## src/rtl/seq_ser_pkg.sv

```systemverilog
`default_nettype none
// ============================================================================
//  Module   : seq_ser_pkg
//  Brief    : Shared constants and FSM encoding for the word serializer.
//  Revision : 1.0  initial release
// ============================================================================
package seq_ser_pkg;

    localparam int C_DEFAULT_WIDTH = 8;
    localparam int C_CNT_W         = 4;

    typedef enum logic [0:0] {
        ST_IDLE  = 1'b0,
        ST_SHIFT = 1'b1
    } state_t;

endpackage
`default_nettype wire

```

## src/rtl/seq_serializer_if.sv

```systemverilog
`default_nettype none
// ============================================================================
//  Module   : seq_serializer_if
//  Brief    : Parallel-in / serial-out bus bundle for the word serializer.
//  Revision : 1.0  initial release
// ============================================================================
interface seq_serializer_if #(
    parameter int WIDTH = seq_ser_pkg::C_DEFAULT_WIDTH
);
    logic [WIDTH-1:0] in_data;
    logic             in_valid;
    logic             in_ready;
    logic             x;
    logic             x_valid;
    logic             busy;
    logic [7:0]       words_sent;

    modport master (
        output in_data, in_valid,
        input  in_ready, x, x_valid, busy, words_sent
    );

    modport slave (
        input  in_data, in_valid,
        output in_ready, x, x_valid, busy, words_sent
    );
endinterface
`default_nettype wire

```

## src/rtl/seq_ser_buf.sv

```systemverilog
`default_nettype none
// ============================================================================
//  Module   : seq_ser_buf
//  Brief    : One-entry holding buffer (data + full flag) with load/take.
//  Revision : 1.0  initial release
// ============================================================================
module seq_ser_buf #(
    parameter int WIDTH = 8
) (
    input  wire logic             clk,
    input  wire logic             reset,
    input  wire logic             load,
    input  wire logic             take,
    input  wire logic [WIDTH-1:0] load_data,
    output logic      [WIDTH-1:0] data,
    output logic                  full
);

    logic [WIDTH-1:0] r_data;
    logic             r_full;

    always_ff @(posedge clk) begin
        if (reset) begin
            r_data <= '0;
            r_full <= 1'b0;
        end else if (load) begin
            r_data <= load_data;
            r_full <= 1'b1;
        end else if (take) begin
            r_full <= 1'b0;
        end
    end

    assign data = r_data;
    assign full = r_full;

endmodule
`default_nettype wire

```

## src/rtl/seq_serializer.sv

```systemverilog
`default_nettype none
// ============================================================================
//  Module   : seq_serializer
//  Brief    : Serializes parallel words onto a 1-bit stream, one-word buffer.
//  Revision : 1.0  initial release
// ============================================================================
module seq_serializer
    import seq_ser_pkg::*;
#(
    parameter int WIDTH     = C_DEFAULT_WIDTH,
    parameter bit MSB_FIRST = 1'b1
) (
    input  wire logic       clk,
    input  wire logic       reset,
    seq_serializer_if.slave bus
);

    localparam logic [C_CNT_W-1:0] LAST_CNT = C_CNT_W'(WIDTH - 1);

    state_t               r_state;
    logic [WIDTH-1:0]     r_shreg;
    logic [C_CNT_W-1:0]   r_bit_cnt;
    logic                 r_x;
    logic                 r_x_valid;
    logic                 r_busy;
    logic [7:0]           r_words_sent;

    logic                 w_buf_full;
    logic [WIDTH-1:0]     w_buf_data;
    logic                 w_in_ready;
    logic                 w_accept;
    logic                 w_last;
    logic                 w_do_load;
    logic                 w_take;
    logic                 w_buf_load;
    logic [WIDTH-1:0]     w_load_word;
    logic [WIDTH-1:0]     w_src;
    logic                 w_src_bit;
    logic [WIDTH-1:0]     w_src_rest;
    state_t               w_state_nxt;
    logic                 w_full_nxt;

    assign w_in_ready = ~w_buf_full & ~reset;
    assign w_accept   = bus.in_valid & w_in_ready;
    assign w_last     = (r_state == ST_SHIFT) && (r_bit_cnt == LAST_CNT);

    // A word offered at the last-bit edge with an empty buffer goes straight
    // into the shifter, so a continuous producer never sees an idle gap.
    always_comb begin
        w_do_load   = 1'b0;
        w_take      = 1'b0;
        w_buf_load  = 1'b0;
        w_load_word = bus.in_data;
        if (r_state == ST_IDLE) begin
            w_do_load = w_accept;
        end else if (w_last) begin
            if (w_buf_full) begin
                w_do_load   = 1'b1;
                w_take      = 1'b1;
                w_load_word = w_buf_data;
            end else begin
                w_do_load = w_accept;
            end
        end else begin
            w_buf_load = w_accept;
        end
    end

    always_comb begin
        w_state_nxt = r_state;
        if (w_do_load) begin
            w_state_nxt = ST_SHIFT;
        end else if (w_last) begin
            w_state_nxt = ST_IDLE;
        end
        w_full_nxt = w_take ? 1'b0 : (w_buf_load ? 1'b1 : w_buf_full);
    end

    assign w_src = w_do_load ? w_load_word : r_shreg;

    generate
        if (MSB_FIRST) begin : g_msb_first
            assign w_src_bit  = w_src[WIDTH-1];
            assign w_src_rest = {w_src[WIDTH-2:0], 1'b0};
        end else begin : g_lsb_first
            assign w_src_bit  = w_src[0];
            assign w_src_rest = {1'b0, w_src[WIDTH-1:1]};
        end
    endgenerate

    always_ff @(posedge clk) begin
        if (reset) begin
            r_state      <= ST_IDLE;
            r_shreg      <= '0;
            r_bit_cnt    <= '0;
            r_x          <= 1'b0;
            r_x_valid    <= 1'b0;
            r_busy       <= 1'b0;
            r_words_sent <= 8'd0;
        end else begin
            r_state <= w_state_nxt;
            r_busy  <= (w_state_nxt == ST_SHIFT) || w_full_nxt;
            if (w_last) begin
                r_words_sent <= r_words_sent + 8'd1;
            end
            if (w_do_load) begin
                r_shreg   <= w_src_rest;
                r_x       <= w_src_bit;
                r_x_valid <= 1'b1;
                r_bit_cnt <= '0;
            end else if (w_last) begin
                r_x       <= 1'b0;
                r_x_valid <= 1'b0;
                r_bit_cnt <= '0;
            end else if (r_state == ST_SHIFT) begin
                r_shreg   <= w_src_rest;
                r_x       <= w_src_bit;
                r_bit_cnt <= r_bit_cnt + C_CNT_W'(1);
            end
        end
    end

    seq_ser_buf #(
        .WIDTH (WIDTH)
    ) u_buf (
        .clk       (clk),
        .reset     (reset),
        .load      (w_buf_load),
        .take      (w_take),
        .load_data (bus.in_data),
        .data      (w_buf_data),
        .full      (w_buf_full)
    );

    assign bus.in_ready   = w_in_ready;
    assign bus.x          = r_x;
    assign bus.x_valid    = r_x_valid;
    assign bus.busy       = r_busy;
    assign bus.words_sent = r_words_sent;

endmodule
`default_nettype wire

```

## src/flat_wrapper.sv

```systemverilog
// flat-port wrapper written by rule: the top's interface ports become plain ports
module seq_serializer_flat import seq_ser_pkg::*;
#(
    parameter int WIDTH     = C_DEFAULT_WIDTH,
    parameter bit MSB_FIRST = 1'b1
)
  (clk, reset, bus_in_data, bus_in_valid, bus_in_ready, bus_x, bus_x_valid, bus_busy, bus_words_sent);
  seq_serializer_if #(.WIDTH(WIDTH)) bus_i ();
  input  wire logic clk;
  input  wire logic reset;
  input wire logic [$bits(bus_i.in_data)-1:0] bus_in_data;
  input wire logic [$bits(bus_i.in_valid)-1:0] bus_in_valid;
  output wire logic [$bits(bus_i.in_ready)-1:0] bus_in_ready;
  output wire logic [$bits(bus_i.x)-1:0] bus_x;
  output wire logic [$bits(bus_i.x_valid)-1:0] bus_x_valid;
  output wire logic [$bits(bus_i.busy)-1:0] bus_busy;
  output wire logic [$bits(bus_i.words_sent)-1:0] bus_words_sent;
  assign bus_i.in_data = bus_in_data;
  assign bus_i.in_valid = bus_in_valid;
  assign bus_in_ready = bus_i.in_ready;
  assign bus_x = bus_i.x;
  assign bus_x_valid = bus_i.x_valid;
  assign bus_busy = bus_i.busy;
  assign bus_words_sent = bus_i.words_sent;
  seq_serializer #(.WIDTH(WIDTH), .MSB_FIRST(MSB_FIRST)) u_core (.clk(clk), .reset(reset), .bus(bus_i));
endmodule
```

## config.mk

```make
export PLATFORM = sky130hd
export DESIGN_NAME = seq_serializer_flat
export DESIGN_NICKNAME = d
export VERILOG_FILES = /design/src/rtl/seq_ser_pkg.sv /design/src/rtl/seq_serializer_if.sv /design/src/rtl/seq_ser_buf.sv /design/src/rtl/seq_serializer.sv /design/src/flat_wrapper.sv
export SDC_FILE = /design/constraint.sdc
export NUM_CORES = 1
export LEC_CHECK = 0
export CAP_MARGIN = 30
export CORE_MARGIN = 10
export CORE_UTILIZATION = 50
export CTS_CLUSTER_DIAMETER = 150
export CTS_CLUSTER_SIZE = 12
export DETAILED_ROUTE_END_ITERATION = 6
export MAX_ROUTING_LAYER = met4
export PLACE_DENSITY = 0.75
export SYNTH_ARGS = -nofsm -noshare
export SYNTH_HDL_FRONTEND = slang
export SYNTH_HIERARCHICAL = 1
export SYNTH_SLANG_ARGS = --single-unit
```

## constraint.sdc

```tcl
create_clock -name clk -period 2.9 [get_ports clk]
set_input_delay 0.435 -clock clk [delete_from_list [all_inputs] [get_ports clk]]
set_output_delay 0.435 -clock clk [all_outputs]
set_load 0.05 [all_outputs]
```

; Word level (Yosys, flattened, before mapping)
; Cells that the tools add are included.
[totals]
reg_bits = 32
input_bits = 11
output_inout_bits = 12
word_cells = 51
[classes]
n_addsub = 2
n_eq_ne = 2
muxes = 26
bitwise_logic = 4
n_reduce_logical = 8
[op_table]
columns = operator, n
row1 = 2-to-1 mux 8 bit, 7
row2 = 2-to-1 mux 1 bit, 19
row3 = "adder 8 x 1 -> 8 bit, second input constant", 1
row4 = nonzero test 2 bit, 3
row5 = "adder 4 x 1 -> 4 bit, second input constant", 1
row6 = "equality test 4 x 3 -> 1 bit, second input constant", 1
row7 = nonzero test 3 bit, 1
row8 = OR reduction 3 bit, 1
row9 = bitwise AND 1 bit, 2
row10 = "inequality test 2 bit, second input constant", 1
row11 = NOT 1 bit, 2
row12 = AND reduction 2 bit, 1
row13 = logical AND 1 bit, 1
row14 = logical OR 1 bit, 1

; Longest topological paths before layout
[logic_depth]
word_depth = 10
ltp_mapped = 8
depth_no_buf = 6

; By module
; Netlist, hierarchy kept.
[by_module_without_submodules]
columns = module, n_inst, cells_per_inst, area_each_um2, seq_area_each_um2
row1 = seq_serializer, 1, 135, 1162.4, 460.4
row2 = seq_ser_buf, 1, 30, 321.6, 180.2

; Worst setup path after synthesis
; OpenSTA, ideal clock, no wires.
[synth_timing]
path_type = reg-to-output
from = reg u_core.u_buf.r_full (netlist: u_core/u_buf/full)
to = out bus_in_ready
t_arrival_ns = 1.321
required_time_ns = 2.465
slack_ns = 1.144
path_stages_with_launch = 4
path_buffers = 2
cell_sequence = dfxtp_1 > clkbuf_1 > clkbuf_1 > nor2_1
[synth_via]
elab_chain_len = 2
[synth_rtl]
columns = element, line_no
row1 = from (decl), seq_ser_buf.sv:20  ; logic r_full;
row2 = from (signal assigned), seq_ser_buf.sv:25  ; r_full <= 1'b0;
row3 = from (signal assigned), seq_ser_buf.sv:28  ; r_full <= 1'b1;
row4 = from (signal assigned), seq_ser_buf.sv:30  ; r_full <= 1'b0;
row5 = NOT 1 bit, seq_serializer.sv:43  ; assign w_in_ready = ~w_buf_full & ~reset;
row6 = bitwise AND 1 bit, seq_serializer.sv:43
row7 = to (decl), flat_wrapper.sv:13  ; output wire logic [$bits(bus_i.in_ready)-1:0] bus_in_ready;
; Every way passes these cells.

; Worst setup path in the final report
[layout_timing]
from = reg u_core.r_words_sent[2] (netlist: u_core/bus.words_sent[2])
to = out bus_words_sent[2]
[layout_lines]
columns = element, line_no
row1 = from (decl), seq_serializer.sv:26  ; logic [7:0] r_words_sent;
row2 = from (signal assigned), seq_serializer.sv:104  ; r_words_sent <= r_words_sent + 8'd1;
row3 = to (decl), flat_wrapper.sv:17  ; output wire logic [$bits(bus_i.words_sent)-1:0] bus_words_sent;
; No word-level cell between the ends.

==> results.toml <==
[clock_network]
ctsRootBufferMaster = "clkbuf_4"
post_cts_buffers = 0
cts_made_buffers = 5
cts_tree = "yes"
clk_pin_slew_ps = 110
clock-sinks = 32
ctsHoldBuffers = 0
clock_path_buffers = 2
clock_latency_ps = 340
ctsResizeCount = 0
h-tree-depth = 2

[logic_synthesis]
ys_ff_latch = 32
post_synth_instance_area_um2 = 1480
synth_fp_nets = 178
yosysWarnings = 6
synth_common_cells = "dfxtp_1, nor2_1, nand2_1"
ys_top_cells_by_area = "dfxtp_1, mux2i_1, nor2_1"
synth_most_common_cell = "dfxtp_1"
async_reset_ff_share_pct = 0
synthCells = 165
synth.distinct_cells = 38
synth_top_cell_area_share_pct = 43.2
seq_area_frac_synth_pct = 43.2
syn_avg_cell_area_um2 = 8.99
synth_top_flop_cell = "dfxtp_1"
yosys.area.top_type = "dfxtp_1"
synth_edf_count = 0

[grt]
antenna_found_initial = 0
grt_pass1_vias = 1193
grt_overflow = 0
grt_usage_pct = 12.8
grt_max_degree = 31
grt_pass1_wl_um = 5440

[timing]
period_share_pct = 70.5
setup_viol_count_final = 0
rsz0062_at_grt = "false"
hold_viol_final = 0
maxSlewViolCount = 0
fmax_mhz = 489
skew_ps = 14.8
tns_ps = 0
fin_crit_ps = 2040
worstMarginPinSlew_ps = 678
holdWs_ps = 467
slew_headroom_pct = 54.7
timing.final.ws_setup_ps = 855

[routing]
wl_per_cell_um = 15.0
drt_iter0_markers = 120
vias = 1259
drcViolationCount = 0
dr.pass1.iters = 4
antenna_left = 0
routed_wl_um = 3280
vias_per_cell = 5.78

[worst_hold_path]
hold_class = "register to register"
holdCritStartpoint = "u_core/r_shreg[4]$_SDFFE_PP0P_"

[place]
dp_hpwl_um = 2320
gp_congestion = 0.789
placed_cells = 210
preCtsSetupSlack_ps = 674
io_buffer_count = 22

[pwr]
p_sw_uw = 231
swShare_pct = 23.8
ir_drop_mv = 0.304
power_frac_clock_pct = 39.5
p_per_area_nw_per_um2 = 534
p_int_uw = 740
pwr-share-seq_pct = 48.6
p_comb_share_pct = 11.9
power.leakage_nw = 0.674

[layout]
layout-drive-gt1-share_pct = 8.56
fin_cells = 218
fin_nets = 199
antenna_cells = 0
areaGrowthSynthToFinish_pct = 22.4
fin_util_pct = 64.8

[critical_path]
slowest_delay_ps = 840
critPathMaxFanout = 5
slowest_stage = "clkdlybuf4s50_1"
worst_ep_required_time_ps = 2470
path_delay_family = "buffers and inverters"
rr_startpoint = "u_core/u_buf/full$_SDFFE_PP0P_"
cp_num_buf_inv = 1
path_cells = "clkdlybuf4s50_1"
cp-start-kind = "register"
cp-startpoint = "u_core/bus.words_sent[2]$_SDFFE_PP0N_"
worst_setup_path_end_kind = "output pin"
worstSetupPathType = "register to output pin"
arrival_ps = 1610

[die]
die_area_um2 = 5550
core_um2 = 2810
fp.dieW_um = 74.5
io_pins = 23
num_rows = 19
die_h_um = 74.5
start_util_pct = 52.9

[run_status]
outcome = "complete, no violations"

[run]
cap_violations = 0
==> routing by layer <==
metal / share of wire (%) / track usage (%) / up-vias
li1: - / - / 628
met1: 46 / 14.4 / 602
met2: 47 / 19.7 / 27
met3: 6.6 / 5.98 / 2
met4: 0.64 / 3.99 / 0
met5: 0 / - / -
==> path summary, 6_finish.rpt <==
kind,slack [ps],cells past startpoint,end
setup / recovery,860,1,bus_words_sent[2]
hold / removal,470,2,u_core/r_shreg[5]$_SDFFE_PP0P_
setup reg to reg,960,5,u_core/u_buf/data[7]$_SDFFE_PP0P_
hold reg to reg,470,2,u_core/r_shreg[5]$_SDFFE_PP0P_
==> worst reg2reg max path, delay by kind of cell (launching register included) <==
kind                   cells  cell delay [ps]
AND/OR/NAND/NOR            3              880
flip-flops                 1              540
multiplexers               1              220
buffers and inverters      1              190
==> power by group through the flow <==
stage	logic [mW]	registers, mW	clock network, mW
after detailed placement	0.115	0.481	0
after global routing	0.126	0.474	0.412
after CTS	0.116	0.471	0.395
after floorplan	0.0701	0.487	0
final	0.116	0.471	0.384
after global placement	0.113	0.480	0
==> final cells by class <==
| class | instances | area [um^2] |
|---|---|---|
| clock buffers | 7 | 65.1 |
| clock inverters | 1 | 30.0 |
| fillers | 229 | 988 |
| inverters | 2 | 7.51 |
| multi-input cells | 119 | 774 |
| flip-flops and latches | 32 | 641 |
| well taps | 31 | 38.8 |
| repair buffers | 26 | 260 |
==> layout by cell type, fill, tap and decap left out, drive strengths merged, types with 3 or more instances in the layout <==
cell type and count:
clkbuf 7, xnor2 4, nand2 15, nand2b 3
and3 3, a32o 5, nor2 25, a21boi 7
a21oi 11, mux2i 10, buf 5, o221ai 5
xor2 5, nand4 4, dfxtp 32, clkdlybuf4s50 21
==> registers in the layout, summed over array words and instances, names as in the netlist <==
name and cells:
u_core/bus.words_sent 8, u_core/u_buf/data 8, u_core/r_shreg 7, u_core/r_bit_cnt 4, u_core/bus.busy 1, u_core/bus.x 1
u_core/bus.x_valid 1, u_core/r_state 1, u_core/u_buf/full 1
==> through the flow <==
stage / instance area, um^2 / total power, mW
after floorplan: 1480 / 0.557
after global placement: 1720 / 0.593
after detailed placement: 1720 / 0.597
after CTS: 1820 / 0.983
after global routing: 1820 / 1.01
final: 1820 / 0.971
==> logic make-up after synthesis <==
family	share of synthesized area, %
and+or+nand+nor	20.2
AOI/OAI and AO/OA	18.3
DFF	43.2
buffers and inverters	4.64
muxes	6.75
xor gates and xnor gates	5.31
adders and majority gates	1.69
Power figures use the tool's default switching activity.
==> RTL edit (same settings) <==
The package constant `C_DEFAULT_WIDTH` goes from 8 to 12.
--- a/src/rtl/seq_ser_pkg.sv
+++ b/src/rtl/seq_ser_pkg.sv
@@ -6,7 +6,7 @@
 // ============================================================================
 package seq_ser_pkg;
 
-    localparam int C_DEFAULT_WIDTH = 8;
+    localparam int C_DEFAULT_WIDTH = 12;
     localparam int C_CNT_W         = 4;
 
     typedef enum logic [0:0] {
Interface: changed (resized bus_in_data); port bits go from 23 to 27. No check against the original RTL was run, so the function may have changed too.
==> RTL edit against the unedited design <==
Via count increased by 12%. Sequential cell count increased by 8. Synthesized cell count increased by 21%. Setup slack got worse by 0.043 ns. Power increased by 18%. Synthesized area increased by 25%. Design area increased by 21%. Worst hold slack improved by 0.019 ns. Routed wire length increased by 7.2%. Critical endpoint is now bus_in_ready. Largest power group unchanged.
==> RTL edit: results (changes against the unedited design) <==
Synth
  • Syn Nets: 216 (+21%)
  • Post-synthesis xor/xnor area fraction: 0.0425 (-0.0106)
  • Adder-Cell Fraction of Synth Area: 0.0135 (-0.00337)
  • Seq/Total Area, Yosys: 0.432 (about the same)
  • Mux share of post-synthesis cell area: 0.130 (+0.0621)
  • Library cells used by synthesis: 31 (-18%)
  • Seq cells post-synth: 40 (+25%)
  • Synth area leaders: dfxtp_1, mux2i_1, nor2_1, o32ai_1, a21boi_0
  • Synth Area in Compound Gates: 0.138 (-0.0453)

Setup path
  • CP max stage delay: 0.50 ns (-0.34 ns)
  • Worst setup path start: reset
  • Arr. time, crit path: 1.65 ns (+0.04 ns)
  • CP max FO: 40 (+35)
  • RR Endpoint: u_core/r_shreg[11]
  • FF-to-FF path depth: 4 (-1)
  • Critical Path Sink: bus_in_ready
  • Worst R2R Setup Slack: 1.02 ns (+0.06 ns)

Route
  • WL final: 3520 µm (+7.2%)
  • Starting DRT DRC Count: 95 (-21%)
  • DR vias: 1407 (+12%)

Clock tree
  • Skew-Pair Late Insertion Delay: 0.29 ns (-0.05 ns)
  • CTS root buf: clkbuf_8
  • Worst-path clk slew: 0.07 ns (-0.04 ns)

Timing
  • Hold_ws: 0.486 ns (+0.0188 ns)
  • Max-Slew Margin vs Limit: 0.516 (-0.0310)
  • Skew final: 0.00415 ns (-0.0107 ns)

Pwr
  • Leak: 0.848 nW (+26%)
  • Seq pwr share: 0.523 (+0.037)
  • Comb group: 0.149 mW (+28%)
  • VDD IR-drop max: 321 µV (+5.7%)

Cells and area
  • Non-clk buf share: 0.133 (-0.00977)
  • Filler Cell Count: 349 (+52%)
  • Inverters: 5 (+3)
  • Fin nets: 238 (+20%)
  • Multi-In Gates: 140 (+18%)
  • Non-clock buffers: 29 (+12%)
  • Layout cells sized above 1: 0.0724 (-0.0132)
  • Clk tree area frac: 0.0439 (-0.00842)
  • Sequential portion of the cell area: 0.365 (+0.0125)

Worst hold path
  • Endpoint, Worst Hold: u_core/r_shreg[1]

Place
  • DPL Wire Length: 2420 µm (+4.4%)
  • Port Buffers: 26 (+18%)

GRT
  • GRT Util Overall: 0.118 (-0.0100)
  • First-pass GRT wire length: 6070 µm (+12%)

Status
  • Status: finished, final reports clean
-- RTL edit: cell types whose count changed in the layout (fill, tap and decap cells not counted), moves of 5 or more --
cell,change
a32o_1,-5
clkbuf_4,-5
clkbuf_8,+5
dfxtp_1,+8
mux2i_1,+14
nor2_1,+16
o21ai_0,+5
o221ai_1,-5
o32ai_1,+11
-- RTL edit: through the flow --
step,cells,setup WS [ns],instance area [µm²],power (mW)
after floorplan,199,1.05,1850,0.719
after global placement,262,0.759,2100,0.758
after detailed placement,262,0.710,2100,0.762
after CTS,269,0.811,2190,1.16
after global routing,269,0.724,2190,1.20
final,269,0.812,2190,1.14
-- RTL edit: routing by layer --
layer / up-vias / wire length (µm) / track usage / share of wire
met4: 0 / 26 / 0.0381 / 0.0074
met3: 3 / 185 / 0.0353 / 0.053
li1: 732 / - / - / -
met5: - / 0 / - / 0
met2: 28 / 1630 / 0.187 / 0.46
met1: 644 / 1670 / 0.140 / 0.48
